### config.mk
export PLATFORM = sky130hd
export DESIGN_NAME = axi4lite_master_ctrl
export DESIGN_NICKNAME = d
export VERILOG_FILES = /design/src/rtl/axi4lite_master_ctrl.sv
export SDC_FILE = /design/constraint.sdc
export NUM_CORES = 1
export LEC_CHECK = 0
export ABC_AREA = 1
export CAP_MARGIN = 10
export CORE_MARGIN = 3
export CORE_UTILIZATION = 47
export CTS_CLUSTER_DIAMETER = 40
export DETAILED_ROUTE_END_ITERATION = 16
export GPL_TIMING_DRIVEN = 0
export PLACE_DENSITY = 0.89
export SLEW_MARGIN = 40
export SYNTH_ARGS = -nofsm -noshare
export SYNTH_HDL_FRONTEND = slang
export SYNTH_SLANG_ARGS = --single-unit
### constraint.sdc
create_clock -name clk -period 1.96 [get_ports clk]
set_clock_uncertainty 0.1 [all_clocks]
set_input_delay 0.392 -clock clk [delete_from_list [all_inputs] [get_ports clk]]
set_output_delay 0.392 -clock clk [all_outputs]
set_load 0.02 [all_outputs]
### src/rtl/axi4lite_master_ctrl.sv
// AXI4-Lite master controller.
// Accepts one read and one write request from the local side, then runs them
// one at a time on the AXI4-Lite bus and reports data/response with a
// single-cycle done pulse. Every output is driven straight from a flop.
//
// Handshake rule: a channel transfer happens on a rising edge where both
// valid and ready are 1; a master valid, once raised, stays high with its
// payload unchanged until that edge, however long the slave waits.

package axi4lite_pkg;
  localparam int ADDRWIDTH = 32;
  localparam int DATAWIDTH = 32;
endpackage

module axi4lite_master_ctrl #(
  parameter int ADDRWIDTH = axi4lite_pkg::ADDRWIDTH,
  parameter int DATAWIDTH = axi4lite_pkg::DATAWIDTH
) (
  input  logic                 clk,
  input  logic                 rst_N,
  // local request side
  input  logic                 rd_en,
  input  logic                 wr_en,
  input  logic [ADDRWIDTH-1:0] Read_Address,
  input  logic [ADDRWIDTH-1:0] Write_Address,
  input  logic [DATAWIDTH-1:0] Write_Data,
  output logic                 rd_ready,
  output logic                 wr_ready,
  output logic                 rd_done,
  output logic [DATAWIDTH-1:0] Read_Data,
  output logic [1:0]           rd_resp,
  output logic                 wr_done,
  output logic [1:0]           wr_resp,
  // AXI4-Lite write channels
  output logic [ADDRWIDTH-1:0] awaddr,
  output logic                 awvalid,
  input  logic                 awready,
  output logic [DATAWIDTH-1:0] wdata,
  output logic                 wvalid,
  input  logic                 wready,
  input  logic [1:0]           bresp,
  input  logic                 bvalid,
  output logic                 bready,
  // AXI4-Lite read channels
  output logic [ADDRWIDTH-1:0] araddr,
  output logic                 arvalid,
  input  logic                 arready,
  input  logic [DATAWIDTH-1:0] rdata,
  input  logic [1:0]           rresp,
  input  logic                 rvalid,
  output logic                 rready
);

  typedef enum logic [2:0] {IDLE, WADDR, WRESP, RADDR, RDATA} state_t;

  // last_grant encoding: the type served most recently loses the next tie
  localparam logic GRANT_WRITE = 1'b0;
  localparam logic GRANT_READ  = 1'b1;

  state_t                 state, state_nxt;
  logic                   last_grant, last_grant_nxt;
  logic                   rd_ready_nxt, wr_ready_nxt;
  logic [ADDRWIDTH-1:0]   rd_addr_q, rd_addr_nxt;
  logic [ADDRWIDTH-1:0]   wr_addr_q, wr_addr_nxt;
  logic [DATAWIDTH-1:0]   wr_data_q, wr_data_nxt;
  logic [ADDRWIDTH-1:0]   awaddr_nxt, araddr_nxt;
  logic [DATAWIDTH-1:0]   wdata_nxt, read_data_nxt;
  logic                   awvalid_nxt, wvalid_nxt, bready_nxt;
  logic                   arvalid_nxt, rready_nxt;
  logic                   rd_done_nxt, wr_done_nxt;
  logic [1:0]             rd_resp_nxt, wr_resp_nxt;

  // State register plus registered copies of every output and request slot
  always_ff @(posedge clk or negedge rst_N) begin
    if (!rst_N) begin
      state      <= IDLE;
      last_grant <= GRANT_WRITE;
      rd_ready   <= 1'b1;
      wr_ready   <= 1'b1;
      rd_addr_q  <= '0;
      wr_addr_q  <= '0;
      wr_data_q  <= '0;
      awaddr     <= '0;
      wdata      <= '0;
      araddr     <= '0;
      awvalid    <= 1'b0;
      wvalid     <= 1'b0;
      bready     <= 1'b0;
      arvalid    <= 1'b0;
      rready     <= 1'b0;
      rd_done    <= 1'b0;
      wr_done    <= 1'b0;
      Read_Data  <= '0;
      rd_resp    <= '0;
      wr_resp    <= '0;
    end else begin
      state      <= state_nxt;
      last_grant <= last_grant_nxt;
      rd_ready   <= rd_ready_nxt;
      wr_ready   <= wr_ready_nxt;
      rd_addr_q  <= rd_addr_nxt;
      wr_addr_q  <= wr_addr_nxt;
      wr_data_q  <= wr_data_nxt;
      awaddr     <= awaddr_nxt;
      wdata      <= wdata_nxt;
      araddr     <= araddr_nxt;
      awvalid    <= awvalid_nxt;
      wvalid     <= wvalid_nxt;
      bready     <= bready_nxt;
      arvalid    <= arvalid_nxt;
      rready     <= rready_nxt;
      rd_done    <= rd_done_nxt;
      wr_done    <= wr_done_nxt;
      Read_Data  <= read_data_nxt;
      rd_resp    <= rd_resp_nxt;
      wr_resp    <= wr_resp_nxt;
    end
  end

  // Request capture, arbitration and bus sequencing for the next edge
  always_comb begin
    state_nxt      = state;
    last_grant_nxt = last_grant;
    rd_ready_nxt   = rd_ready;
    wr_ready_nxt   = wr_ready;
    rd_addr_nxt    = rd_addr_q;
    wr_addr_nxt    = wr_addr_q;
    wr_data_nxt    = wr_data_q;
    awaddr_nxt     = awaddr;
    wdata_nxt      = wdata;
    araddr_nxt     = araddr;
    awvalid_nxt    = awvalid;
    wvalid_nxt     = wvalid;
    bready_nxt     = bready;
    arvalid_nxt    = arvalid;
    rready_nxt     = rready;
    rd_done_nxt    = 1'b0;
    wr_done_nxt    = 1'b0;
    read_data_nxt  = Read_Data;
    rd_resp_nxt    = rd_resp;
    wr_resp_nxt    = wr_resp;

    // A slot is pending while its ready is low; strobes then have no effect
    if (rd_en && rd_ready) begin
      rd_ready_nxt = 1'b0;
      rd_addr_nxt  = Read_Address;
    end
    if (wr_en && wr_ready) begin
      wr_ready_nxt = 1'b0;
      wr_addr_nxt  = Write_Address;
      wr_data_nxt  = Write_Data;
    end

    case (state)
      IDLE: begin
        if (!rd_ready && (wr_ready || last_grant == GRANT_WRITE)) begin
          state_nxt      = RADDR;
          last_grant_nxt = GRANT_READ;
          araddr_nxt     = rd_addr_q;
          arvalid_nxt    = 1'b1;
        end else if (!wr_ready) begin
          state_nxt      = WADDR;
          last_grant_nxt = GRANT_WRITE;
          awaddr_nxt     = wr_addr_q;
          wdata_nxt      = wr_data_q;
          awvalid_nxt    = 1'b1;
          wvalid_nxt     = 1'b1;
        end
      end
      WADDR: begin
        // AW and W complete independently; move on once both are done
        if (awready) awvalid_nxt = 1'b0;
        if (wready)  wvalid_nxt  = 1'b0;
        if ((!awvalid || awready) && (!wvalid || wready)) begin
          state_nxt  = WRESP;
          bready_nxt = 1'b1;
        end
      end
      WRESP: begin
        if (bvalid) begin
          state_nxt    = IDLE;
          bready_nxt   = 1'b0;
          wr_resp_nxt  = bresp;
          wr_done_nxt  = 1'b1;
          wr_ready_nxt = 1'b1;
        end
      end
      RADDR: begin
        if (arready) begin
          state_nxt   = RDATA;
          arvalid_nxt = 1'b0;
          rready_nxt  = 1'b1;
        end
      end
      RDATA: begin
        if (rvalid) begin
          state_nxt     = IDLE;
          rready_nxt    = 1'b0;
          read_data_nxt = rdata;
          rd_resp_nxt   = rresp;
          rd_done_nxt   = 1'b1;
          rd_ready_nxt  = 1'b1;
        end
      end
      default: state_nxt = IDLE;
    endcase
  end

endmodule

==> out/summary.txt <==
Crit-path max FO = 2
Fillers = 1399
Cells after Synth = 839
CP max stage delay = 0.55 ns
Placer Congestion = 0.826
Area growth, synth to finish = 44.1%
Total track usage = 0.227
Slowest CP cell = dfstp_2
Crit path kind = register to output port
CP Buf/Inv Count = 1
Ranking of synthesized cells by area = dfrtp_1, nand2_1, mux2_2
Final setup fails = 0
Post-synth top cells = nand2_1, dfrtp_1, mux2_2
Routed via count = 7046
Power consumption = 22.0 mW
Total core area = 19000 sq um
Placed Area = 12400 sq um
DIE AREA = 21300 sq um
Critical path arrival = 1.34 ns
Area of the multi-input gates = 2850 sq um
RSZ-0062 raised after global routing = false
FF+latch count, synth = 241
Power Density = 1660 nW/um^2
YS warnings = 0
Cell with the most instances after synthesis = nand2_1
Leak = 6.85 nW
Worst setup EP type = output port
Worst-case clock buffer depth = 3
WL/cell = 16.9 microns
Clock sink total = 241
DIE HEIGHT = 146 microns
Row Count = 50
Final period utilization = 0.933
Drt pass-1 iters = 4
Seq/Total Area, Yosys = 0.656
Critical R2R Capture = awaddr[17]
Yosys top cell by area = dfrtp_1
Reg clk slew, reported paths = 0.06 ns
CP Launch Type = register
Total gr overflow = 0
Number of H-tree levels = 1
Crit-path leading delay family = flip-flops
Fin. max-slew vios = 0
Fraction of registers with async set/reset = 1.00
Max cap viols = 0
PortBufs = 281
Start of the worst register-to-register path = state[1]
Worst-Margin Slew = 0.529 ns
Final Critical Period = 1.83 ns
Detail Placement HPWL = 17.3 mm
Post-synth EDFFs = 0
Die width = 146 microns
FF+latch area = 6030 sq um
Max frequency = 0.547 GHz
Largest net degree at the start of global routing = 77
Slew Limit Headroom = 0.647
Crit-path cells = clkdlybuf4s15_2
ANT cells = 0
Register-to-Register Path Depth = 8
WL final = 24.3 mm
Min-Delay Path Class = primary input to async pin
Ratio of cells with drive above 1 in the final layout = 0.162
CTS buffer count = 30
Ys flop type = dfrtp_1
Worst vdd ir = 0.00116 V
CTS tree = built
Clock Tree Root = clkbuf_16
Status = complete, no violations
Syn Area/Cell = 11.0 sq um
Post-route ant nets = 0
Final Cell Area = 13300 sq um
Clock latency on the worst-skew pair = 0.53 ns
Number of global-route vias before repair = 7661
First-pass GRT wire length = 39.5 mm
Nets@finish = 1298
Final worst slack = 0.132 ns
Hold Vio Cnt, Final = 0
Starting Density = 0.485
Initial antenna violation count = 1
Io pins = 282
Setup Slack @ Placement = -0.268 ns
Share of the synthesized area in the top cell type = 0.650
# DRC = 0
R2R setup slack = 0.14 ns
Initial DRC Count = 289
CP required = 1.47 ns
Unique masters post-synth = 24
Synthesized cell area = 9200 sq um
Vias per cell = 4.89
Syn_nets = 980
-- area by class of cell --
class	count	share of cell area
buffer	38	0.0185
clock buffer	39	0.0638
clock inverter	16	0.0108
inverter	19	0.00538
multi-input combinational	541	0.215
sequential	241	0.455
tap	260	0.0246
timing repair buffer	286	0.207
-- repair_timing --
item                                   in CTS  in global routing
setup endpoints to repair                 141                  1
buffers inserted                            1                  0
gates resized for setup                   145                  2
endpoints found under the hold margin      44                  0
hold buffers                                1                  0
-- registers in the layout, summed over array words and instances, names as in the netlist --
name / count
state: 3
araddr: 32
wr_ready: 1
rd_done: 1
wr_data_q: 32
Read_Data: 32
arvalid: 1
wdata: 32
awaddr: 32
wr_resp: 2
rready: 1
wr_addr_q: 32
awvalid: 1
rd_addr_q: 32
bready: 1
wvalid: 1
wr_done: 1
rd_resp: 2
rd_ready: 1
last_grant: 1
-- cell usage in the layout, fill, tap and decap left out, types with 10 or more instances in the layout --
cell | Yosys | final
buf_2 | 16 | 17
buf_6 | 10 | 10
clkbuf_1 | 7 | 11
clkbuf_16 | 0 | 31
clkdlybuf4s50_1 | 0 | 139
dfrtp_1 | 239 | 239
dlygate4sd2_1 | 0 | 139
inv_1 | 16 | 16
mux2_2 | 95 | 95
nand2_1 | 386 | 386
nand3_1 | 35 | 35
-- cell families (layout without fill, tap and decap cells) --
| family | after synthesis | count (layout) | share of synthesized area |
|---|---|---|---|
| flops | 241 | 241 | 0.656 |
| mux | 95 | 95 | 0.116 |
| simple gates | 437 | 437 | 0.187 |
| buf+inv | 57 | 398 | 0.0344 |
| compound gates | 9 | 9 | 0.00612 |
-- per-layer routing --
| layer | vias to the layer above | track usage | part of all wire |
|---|---|---|---|
| li1 | 3309 | - | - |
| met1 | 3423 | 0.266 | 0.39 |
| met2 | 268 | 0.407 | 0.51 |
| met3 | 44 | 0.0660 | 0.080 |
| met4 | 2 | 0.0608 | 0.022 |
| met5 | - | 0 | 0.00054 |
-- how the worst max path moves through the flow --
| stage | startpoint | to | slack [ns] | cells after the start |
|---|---|---|---|---|
| floorplan | wr_ready | awaddr[0] | 0.41 | 7 |
| global placement | rst_N | awaddr[7] | -9.59 | 1 |
| detailed placement | wr_en | wr_data_q[27] | -0.27 | 4 |
| CTS | wr_ready | wr_ready | 0.003 | 1 |
| global route | state[1] | wdata[21] | 0.006 | 7 |
| finish | rd_ready | rd_ready | 0.13 | 1 |
-- per-stage QoR --
stage	util	setup TNS [ns]	instances	hold slack, ns
floorplan	-	0	839	-0.00359
global placement	0.651	-2316.66	1380	0.349
detailed placement	0.655	-15.75	1383	0.214
CTS	0.699	0	1440	0.246
global route	0.699	0	1440	0.280
finish	0.699	0	1440	0.260
-- report_power, final --
part | internal (mW) | total (mW) | switching [mW]
registers | 7.27 | 8.53 | 1.25
logic | 3.35 | 8.08 | 4.73
clock network | 3.21 | 5.35 | 2.14
total | 13.8 | 22.0 | 8.13
Note: power is estimated with default switching activity, not from simulation.
